## src/rtl/mem_bus_arbiter_if.sv

```systemverilog
// Bus bundle between the two core-side masters, the arbiter and the system bus.
// The master modport is the environment side; the slave modport is the arbiter side.
interface mem_bus_arbiter_if;
    logic        m0_cyc, m0_stb, m0_we;
    logic [3:0]  m0_sel;
    logic [31:0] m0_addr, m0_dout;
    logic        m0_ack, m0_err;
    logic        m1_cyc, m1_stb, m1_we;
    logic [3:0]  m1_sel;
    logic [31:0] m1_addr, m1_dout;
    logic        m1_ack, m1_err;
    logic [31:0] m_din;
    logic        wb_cyc, wb_stb, wb_we;
    logic [3:0]  wb_sel;
    logic [31:0] wb_addr, wb_dout, wb_din;
    logic        wb_ack, wb_err;
    logic [1:0]  grant;

    modport master (
        output m0_cyc, m0_stb, m0_we, m0_sel, m0_addr, m0_dout,
        output m1_cyc, m1_stb, m1_we, m1_sel, m1_addr, m1_dout,
        output wb_din, wb_ack, wb_err,
        input  m0_ack, m0_err, m1_ack, m1_err, m_din,
        input  wb_cyc, wb_stb, wb_we, wb_sel, wb_addr, wb_dout, grant
    );

    modport slave (
        input  m0_cyc, m0_stb, m0_we, m0_sel, m0_addr, m0_dout,
        input  m1_cyc, m1_stb, m1_we, m1_sel, m1_addr, m1_dout,
        input  wb_din, wb_ack, wb_err,
        output m0_ack, m0_err, m1_ack, m1_err, m_din,
        output wb_cyc, wb_stb, wb_we, wb_sel, wb_addr, wb_dout, grant
    );
endinterface

```

## src/rtl/mem_bus_arbiter.sv

```systemverilog
// Two-master Wishbone arbiter (m0 = instruction side, m1 = data side), owner held for a whole cycle.
// Define ARB_TIMEOUT_EN to build the hung-slave watchdog that forces a bus error after TIMEOUT cycles.
module mem_bus_arbiter #(
    parameter int TIMEOUT_BITS = 8,
    parameter int TIMEOUT      = 200
) (
    input  logic               clk,
    input  logic               rst,
    mem_bus_arbiter_if.slave   bus
);
    // Encoding doubles as the one-hot grant vector.
    typedef enum logic [1:0] {IDLE = 2'b00, OWN0 = 2'b01, OWN1 = 2'b10} owner_t;

    owner_t owner, owner_nxt;
    logic   own0, own1;
    logic   to_hit;

    always_ff @(posedge clk) begin
        if (rst) owner <= IDLE;
        else     owner <= owner_nxt;
    end

    // Release always hands over to a waiting peer before the releasing side can re-win.
    always_comb begin
        owner_nxt = owner;
        case (owner)
            IDLE: begin
                if (bus.m1_cyc)      owner_nxt = OWN1;
                else if (bus.m0_cyc) owner_nxt = OWN0;
            end
            OWN0: if (!bus.m0_cyc) owner_nxt = bus.m1_cyc ? OWN1 : IDLE;
            OWN1: if (!bus.m1_cyc) owner_nxt = bus.m0_cyc ? OWN0 : IDLE;
            default: owner_nxt = IDLE;
        endcase
    end

    assign own0      = (owner == OWN0);
    assign own1      = (owner == OWN1);
    assign bus.grant = owner;
    assign bus.m_din = bus.wb_din;

    always_comb begin
        bus.wb_cyc  = 1'b0;
        bus.wb_stb  = 1'b0;
        bus.wb_we   = 1'b0;
        bus.wb_sel  = 4'h0;
        bus.wb_addr = 32'h0;
        bus.wb_dout = 32'h0;
        if (own0) begin
            bus.wb_cyc  = bus.m0_cyc;
            bus.wb_stb  = bus.m0_stb;
            bus.wb_we   = bus.m0_we;
            bus.wb_sel  = bus.m0_sel;
            bus.wb_addr = bus.m0_addr;
            bus.wb_dout = bus.m0_dout;
        end else if (own1) begin
            bus.wb_cyc  = bus.m1_cyc;
            bus.wb_stb  = bus.m1_stb;
            bus.wb_we   = bus.m1_we;
            bus.wb_sel  = bus.m1_sel;
            bus.wb_addr = bus.m1_addr;
            bus.wb_dout = bus.m1_dout;
        end
    end

`ifdef ARB_TIMEOUT_EN
    localparam logic [TIMEOUT_BITS-1:0] TO_VAL = TIMEOUT[TIMEOUT_BITS-1:0];
    logic [TIMEOUT_BITS-1:0] to_cnt;

    assign to_hit = (to_cnt == TO_VAL);

    always_ff @(posedge clk) begin
        if (rst)
            to_cnt <= '0;
        else if (!bus.wb_stb || bus.wb_ack || bus.wb_err || to_hit || (owner_nxt != owner))
            to_cnt <= '0;
        else
            to_cnt <= to_cnt + 1'b1;
    end
`else
    assign to_hit = 1'b0;
`endif

    // Responses are masked during reset so an aborted beat is never acknowledged.
    assign bus.m0_ack = !rst & own0 & bus.m0_stb & bus.wb_ack;
    assign bus.m1_ack = !rst & own1 & bus.m1_stb & bus.wb_ack;
    assign bus.m0_err = !rst & own0 & bus.m0_stb & (bus.wb_err | to_hit);
    assign bus.m1_err = !rst & own1 & bus.m1_stb & (bus.wb_err | to_hit);
endmodule
```

## src/flat_wrapper.sv

```systemverilog
// flat-port wrapper written by rule: the top's interface ports become plain ports
module mem_bus_arbiter_flat 
#(
    parameter int TIMEOUT_BITS = 8,
    parameter int TIMEOUT      = 200
)
  (clk, rst, bus_m0_cyc, bus_m0_stb, bus_m0_we, bus_m0_sel, bus_m0_addr, bus_m0_dout, bus_m1_cyc, bus_m1_stb, bus_m1_we, bus_m1_sel, bus_m1_addr, bus_m1_dout, bus_wb_din, bus_wb_ack, bus_wb_err, bus_m0_ack, bus_m0_err, bus_m1_ack, bus_m1_err, bus_m_din, bus_wb_cyc, bus_wb_stb, bus_wb_we, bus_wb_sel, bus_wb_addr, bus_wb_dout, bus_grant);
  mem_bus_arbiter_if bus_i ();
  input  logic clk;
  input  logic rst;
  input wire logic [$bits(bus_i.m0_cyc)-1:0] bus_m0_cyc;
  input wire logic [$bits(bus_i.m0_stb)-1:0] bus_m0_stb;
  input wire logic [$bits(bus_i.m0_we)-1:0] bus_m0_we;
  input wire logic [$bits(bus_i.m0_sel)-1:0] bus_m0_sel;
  input wire logic [$bits(bus_i.m0_addr)-1:0] bus_m0_addr;
  input wire logic [$bits(bus_i.m0_dout)-1:0] bus_m0_dout;
  input wire logic [$bits(bus_i.m1_cyc)-1:0] bus_m1_cyc;
  input wire logic [$bits(bus_i.m1_stb)-1:0] bus_m1_stb;
  input wire logic [$bits(bus_i.m1_we)-1:0] bus_m1_we;
  input wire logic [$bits(bus_i.m1_sel)-1:0] bus_m1_sel;
  input wire logic [$bits(bus_i.m1_addr)-1:0] bus_m1_addr;
  input wire logic [$bits(bus_i.m1_dout)-1:0] bus_m1_dout;
  input wire logic [$bits(bus_i.wb_din)-1:0] bus_wb_din;
  input wire logic [$bits(bus_i.wb_ack)-1:0] bus_wb_ack;
  input wire logic [$bits(bus_i.wb_err)-1:0] bus_wb_err;
  output wire logic [$bits(bus_i.m0_ack)-1:0] bus_m0_ack;
  output wire logic [$bits(bus_i.m0_err)-1:0] bus_m0_err;
  output wire logic [$bits(bus_i.m1_ack)-1:0] bus_m1_ack;
  output wire logic [$bits(bus_i.m1_err)-1:0] bus_m1_err;
  output wire logic [$bits(bus_i.m_din)-1:0] bus_m_din;
  output wire logic [$bits(bus_i.wb_cyc)-1:0] bus_wb_cyc;
  output wire logic [$bits(bus_i.wb_stb)-1:0] bus_wb_stb;
  output wire logic [$bits(bus_i.wb_we)-1:0] bus_wb_we;
  output wire logic [$bits(bus_i.wb_sel)-1:0] bus_wb_sel;
  output wire logic [$bits(bus_i.wb_addr)-1:0] bus_wb_addr;
  output wire logic [$bits(bus_i.wb_dout)-1:0] bus_wb_dout;
  output wire logic [$bits(bus_i.grant)-1:0] bus_grant;
  assign bus_i.m0_cyc = bus_m0_cyc;
  assign bus_i.m0_stb = bus_m0_stb;
  assign bus_i.m0_we = bus_m0_we;
  assign bus_i.m0_sel = bus_m0_sel;
  assign bus_i.m0_addr = bus_m0_addr;
  assign bus_i.m0_dout = bus_m0_dout;
  assign bus_i.m1_cyc = bus_m1_cyc;
  assign bus_i.m1_stb = bus_m1_stb;
  assign bus_i.m1_we = bus_m1_we;
  assign bus_i.m1_sel = bus_m1_sel;
  assign bus_i.m1_addr = bus_m1_addr;
  assign bus_i.m1_dout = bus_m1_dout;
  assign bus_i.wb_din = bus_wb_din;
  assign bus_i.wb_ack = bus_wb_ack;
  assign bus_i.wb_err = bus_wb_err;
  assign bus_m0_ack = bus_i.m0_ack;
  assign bus_m0_err = bus_i.m0_err;
  assign bus_m1_ack = bus_i.m1_ack;
  assign bus_m1_err = bus_i.m1_err;
  assign bus_m_din = bus_i.m_din;
  assign bus_wb_cyc = bus_i.wb_cyc;
  assign bus_wb_stb = bus_i.wb_stb;
  assign bus_wb_we = bus_i.wb_we;
  assign bus_wb_sel = bus_i.wb_sel;
  assign bus_wb_addr = bus_i.wb_addr;
  assign bus_wb_dout = bus_i.wb_dout;
  assign bus_grant = bus_i.grant;
  mem_bus_arbiter #(.TIMEOUT_BITS(TIMEOUT_BITS), .TIMEOUT(TIMEOUT)) u_core (.clk(clk), .rst(rst), .bus(bus_i));
endmodule
```

## config.mk

```make
export PLATFORM = sky130hd
export DESIGN_NAME = mem_bus_arbiter_flat
export DESIGN_NICKNAME = d
export VERILOG_FILES = /design/src/rtl/mem_bus_arbiter_if.sv /design/src/rtl/mem_bus_arbiter.sv /design/src/flat_wrapper.sv
export SDC_FILE = /design/constraint.sdc
export NUM_CORES = 1
export LEC_CHECK = 0
export ABC_AREA = 1
export ABC_CLOCK_PERIOD_IN_PS = 1400
export CAP_MARGIN = 20
export CELL_PAD_IN_SITES_DETAIL_PLACEMENT = 2
export CELL_PAD_IN_SITES_GLOBAL_PLACEMENT = 2
export CORE_MARGIN = 3
export CORE_UTILIZATION = 10
export CTS_BUF_LIST = sky130_fd_sc_hd__clkbuf_4
export DETAILED_ROUTE_END_ITERATION = 6
export PLACE_DENSITY = 0.95
export SYNTH_ARGS = -nofsm -noshare
export SYNTH_HDL_FRONTEND = slang
export SYNTH_SLANG_ARGS = --single-unit
```

## constraint.sdc

```tcl
create_clock -name clk -period 1.4 [get_ports clk]
set_input_delay 0.14 -clock clk [delete_from_list [all_inputs] [get_ports clk]]
set_output_delay 0.14 -clock clk [all_outputs]
set_load 0.01 [all_outputs]
```

# After elaboration in Yosys (flattened, before gate mapping)

Cells that the tools add are included.

Bits in read-only memories: 0
Input bits: 178
Register bits after elaboration: 2
Latch bits: 0
Logic and storage cells: 36
Output and inout bits: 109
Bits in writable memories: 0
Memories: 0

Shift operators: 0
Equality and inequality tests: 5
Divide/modulo/power cells: 0
$add $sub $neg: 0
Bitwise gates (word level): 8
Multipliers: 0
Reductions and logical operators: 3
Order comparisons: 0
Mux-type cells: 19

Operator list:

| cell                                                            | count |
|---|---|
| 32-bit 2-to-1 mux                                               | 4 |
| 2-bit 2-to-1 mux                                                | 5 |
| 1-bit AND                                                       | 8 |
| 4-bit 2-to-1 mux                                                | 2 |
| 1-bit 2-to-1 mux                                                | 7 |
| 2-bit case mux with 3 select lines                              | 1 |
| 2-bit inequality test, second input constant                    | 2 |
| 3-bit inequality test, second input constant                    | 1 |
| 3-bit AND reduction                                             | 1 |
| 2-bit by 1-bit == test with 1-bit output, second input constant | 1 |
| 2-bit == test, second input constant                            | 1 |
| 2-bit zero test                                                 | 1 |
| 1-bit zero test                                                 | 1 |

# Longest topological paths before layout

Depth in word-level cells: 4
Mapped depth: 5
Depth with buffers taken out: 4

# Worst setup path after synthesis

No wires, ideal clock.

Kind: reg-to-output
Start: register u_core.owner[1] (netlist: u_core.bus.grant[1])
End: output port bus_wb_cyc
Cell stages (with the launch flop): 6
Data required time: 1.260 ns
Setup slack: 0.282 ns
Buffers on the path: 1
Arrival time: 0.978 ns
Cell sequence: dfxtp_1 inv_2 nor2_4 buf_2 nand2_1 o21ai_0

Cells in the longest elaborated chain, start to end: 3
Elaborated cells on any way between the ends: 4
Classes of those cells: 2 x eq/ne; 2 x mux

Ends and longest elaborated chain:

| what                     | line                  | RTL |
|---|---|---|
| start: declaration       | mem_bus_arbiter.sv:14 | `owner_t owner, owner_nxt;` |
| start signal: assignment | mem_bus_arbiter.sv:20 | `else owner <= owner_nxt;` |
| 2-bit == test            | mem_bus_arbiter.sv:38 | `assign own1 = (owner == OWN1);` |
| 1-bit 2-to-1 mux         | mem_bus_arbiter.sv:56 | `end else if (own1) begin` |
| 1-bit 2-to-1 mux *       | mem_bus_arbiter.sv:49 | `if (own0) begin` |
| end: declaration         | flat_wrapper.sv:31    | `output wire logic [$bits(bus_i.wb_cyc)-1:0] bus_wb_cyc;` |

Every way passes the cells marked *; elsewhere a longest branch is shown, timed or not.

# Worst setup path in the final report

Start: register u_core.owner[1] (netlist: u_core.bus.grant[1])
End: output port bus_wb_addr[10]

Cells in the longest elaborated chain, start to end: 3
Elaborated cells on any way between the ends: 4
Classes of those cells: 2 x eq/ne; 2 x mux

Ends and longest elaborated chain:

| what                | line                  | RTL |
|---|---|---|
| 2-bit == test       | mem_bus_arbiter.sv:38 |  |
| 32-bit 2-to-1 mux   | mem_bus_arbiter.sv:56 |  |
| 32-bit 2-to-1 mux * | mem_bus_arbiter.sv:49 |  |
| end: declaration    | flat_wrapper.sv:35    | `output wire logic [$bits(bus_i.wb_addr)-1:0] bus_wb_addr;` |

Marked as above.

==> impl_summary.log <==
INFO  metric postSynthRegisterBits = 2
INFO  metric dp_worst_setup_slack = -0.373 ns
INFO  metric worst_case_register_to_register_setup_slack = ~0.42 ns
INFO  metric antenna_cells_inserted = 0
INFO  metric crit_path_max_fanout = 5
INFO  metric mappedNetlistArea = 0.00136 mm2
INFO  metric grt.overflow.total = 0
INFO  metric cts_inserted_buffers = 3
INFO  metric total_global_route_track_usage = a little over an eighth
INFO  metric finClkSkew = roughly 0.0025 ns
INFO  metric chipHeight = about 120 um
INFO  metric r2r-start = u_core.bus.grant[1]$_SDFFE_PP0P_
INFO  metric timing.final.crit_share = 108%
INFO  metric static-leakage-power = 2.01 nW
INFO  metric pwr-share-comb = ~86%
INFO  metric cp_data_required_time = 1.26 ns
INFO  metric hp-class = input port to output port
INFO  metric run_status = complete, but fails checks
INFO  metric remaining_drc_errors = 0
INFO  metric irDropWorstVdd = about 0.21 mV
INFO  metric final_layout_size_suffix_gt1_share = 32.4%
INFO  metric net_switching_power = around 0.00053 W
INFO  metric drt_first_pass_iters = 5
INFO  metric areaGrowthSynthToFinish = 191%
INFO  metric most_frequent_cells_in_the_layout = clkdlybuf4s50_1, nand2_1, nand3_1, buf_2, buf_6
INFO  metric ys_seq_area_share = 2.94%
INFO  metric layout.core_utilization = just under 30%
INFO  metric internal = 0.000862 W
INFO  metric power_switching_share = a little under two fifths
INFO  metric worst_skew_pair_latency = about 0.23 ns
INFO  metric via_count = approximately 2800
INFO  metric die_width = between 100 and 150 um
INFO  metric numPortBuffers = ~220
INFO  metric ys_top_cells_by_area = nand2_1, nand3_1, buf_4, buf_2, dfxtp_1
INFO  metric clk_sinks = 2
INFO  metric avgSynthCellArea = approximately 4.7 um2
INFO  metric cellPowerDensity = about 350 mW/mm2
INFO  metric endpoint_kind = output port
INFO  metric fp.dieArea = 0.0151 mm2
INFO  metric initial_utilization = about 10%
INFO  metric num_rows = 42
INFO  metric final_common_cell = clkdlybuf4s50_1
INFO  metric max-clock-path-buffers = 2
INFO  metric grt_pass1_vias = 2983
INFO  metric core_area = about 0.013 mm2
INFO  metric final.hold.worst_slack = 0.280 ns
INFO  metric htreeDepth = 1
INFO  metric met3_usage = approximately 2.1%
INFO  metric holdCritStartpoint = bus_wb_din[13]
INFO  metric finalWirelength = about 12000 um
INFO  metric largest_register_ffs = 2
INFO  metric number_of_max_slew_violations_in_the_final_report = 0
INFO  metric layout.nets = between 600 and 700
INFO  metric synthesis.instances = approximately 290
INFO  metric capture_instance_of_the_worst_register_to_register_path = u_core.bus.grant[1]$_SDFFE_PP0P_
INFO  metric place.detailed.instances = 647
INFO  metric detailedRoute.firstIterationViolations = 55
INFO  metric violations = setup timing
INFO  metric synthDominantCellAreaShare = between 30% and 40%
INFO  metric cts_root_buffer = clkbuf_4
INFO  metric route.detailed.vias_per_inst = between 4 and 5
INFO  metric timing_worst_slew_pin_value = between 0.3 and 0.4 ns
INFO  metric hold_end = bus_m_din[13]
INFO  metric setup_ws = -0.113 ns
INFO  metric tritoncts = yes
INFO  metric place_hpwl = roughly 8900 um
INFO  metric critical_path_class = register to output port
INFO  metric hold_path_depth = 0
INFO  metric mappedNetlistNets = around 470
INFO  metric yosys_warnings = 0
INFO  metric fin_cells = 667
INFO  metric worstPathArrival = between 1 and 1.5 ns
INFO  metric worstRegToRegCells = 4
INFO  metric met2_usage = approximately 28%
INFO  metric worst_slew_margin_rel = between 70 and 80%
INFO  metric grt_max_degree = 37
INFO  metric path_clk_slew = approximately 0.03 ns
INFO  metric timing.max_cap.violations = 0
INFO  metric post_detailed_route_count_of_antenna_violating_nets = 0
INFO  metric seq_power_share = ~4.7%
INFO  metric power.clock.fraction = a little under a tenth
INFO  metric unrepaired_setup_endpoints_after_global_routing = true
INFO  metric yosys.cell_types.count = 12
INFO  metric first_pass_grt_wire_length = around 16000 um
INFO  metric hold_viol_final = 0
INFO  metric timing.final.crit_period = approximately 1.5 ns
INFO  metric setup_viol = 54
INFO  metric gpl.final_weighted_congestion = approximately 0.81
INFO  metric grt.met1_usage = 14.8%
INFO  metric yosys.area.top_type = nand2_1
INFO  metric io_pins = between 200 and 300
INFO  metric fmax = roughly 660 MHz
INFO  metric gr-max-usage-layer = met2
INFO  metric start_kind = register
INFO  metric wire_per_inst = 17.7 um
INFO  metric grt_antenna_before_repair = 0
[worst max-delay path, stage by stage (launching register included)]
cell and delay [ns]:
dfxtp_2 0.34, inv_4 0.06, nor2_4 0.11, buf_8 0.15, buf_12 0.14, buf_12 0.13, nand2_4 0.05, nand2_4 0.06
buf_6 0.10
[power groups by stage]
| stage | logic, W | registers [W] | clock network (W) |
|---|---|---|---|
| after floorplan | 0.000383 | 0.0000658 | 0 |
| after global placement | 0.00105 | 0.0000685 | 0 |
| after detailed placement | 0.00110 | 0.0000688 | 0 |
| after CTS | 0.00116 | 0.0000670 | 0.000139 |
| after global routing | 0.00129 | 0.0000659 | 0.000139 |
| final | 0.00120 | 0.0000654 | 0.000132 |
[layer usage]
metal,wire (um),up-vias
met5,0,-
met4,93,0
met3,843,10
met2,6720,125
met1,4150,1332
li1,-,1293
[Yosys cell counts]
cell type / n
buf_4: 33
inv_2: 1
a21oi_1: 2
o21ai_0: 1
nor3_1: 4
nor2_4: 1
buf_2: 19
nand2_1: 145
nand3_1: 71
buf_1: 2
dfxtp_1: 2
inv_1: 6
[logic make-up (layout without fill, tap and decap cells)]
kind of cell           after synthesis  count (layout)  share of synthesized area (%)
AND/OR/NAND/NOR                    221             221                           68.3
buffers and inverters               61             265                           27.6
AO/OA/AOI/OAI                        3               3                           1.10
flip-flops                           2               2                           2.94
[cell type report]
| type | count | area [um2] |
|---|---|---|
| Fill cell | 1560 | 9330 |
| Timing Repair Buffer | 255 | 2470 |
| Multi-Input combinational cell | 224 | 1170 |
| Tap cell | 176 | 220 |
| Sequential cell | 2 | 45.0 |
| Inverter | 7 | 31.3 |
| Clock buffer | 3 | 22.5 |
[how the worst max path moves through the flow]
stage / cells past startpoint / to / slack [ns] / start
floorplan: 5 / bus_wb_cyc / 0.28 / u_core.bus.grant[1]$_SDFFE_PP0P_
global placement: 4 / bus_m1_ack / -0.32 / bus_m1_stb
detailed placement: 5 / bus_wb_cyc / -0.37 / u_core.bus.grant[0]$_SDFFE_PP0P_
CTS: 8 / bus_wb_addr[5] / -0.18 / u_core.bus.grant[1]$_SDFFE_PP0P_
global route: 8 / bus_wb_addr[8] / -0.18 / u_core.bus.grant[1]$_SDFFE_PP0P_
finish: 8 / bus_wb_addr[10] / -0.11 / u_core.bus.grant[1]$_SDFFE_PP0P_
[per-stage QoR]
stage          power [W]  instance area [um2]  setup TNS, ns
2_1_floorplan   0.000448                 1360              0
3_3_place_gp     0.00112                 3650         -16.67
3_5_place_dp     0.00116                 3650         -19.65
4_1_cts          0.00136                 3780          -6.46
5_1_grt          0.00149                 3970          -7.06
6_report         0.00139                 3970          -1.96
[what timing repair did]
item | 4_1_cts | 5_1_grt
hold endpoints to repair | 0 | 0
setup buffers | 11 | 5
gates cloned | 4 | 2
setup endpoints to repair | 77 | 74
hold buffers | 0 | 0
resized for setup | 372 | 43
pin swaps | 2 | 5
(Power assumes the default switching activity.)
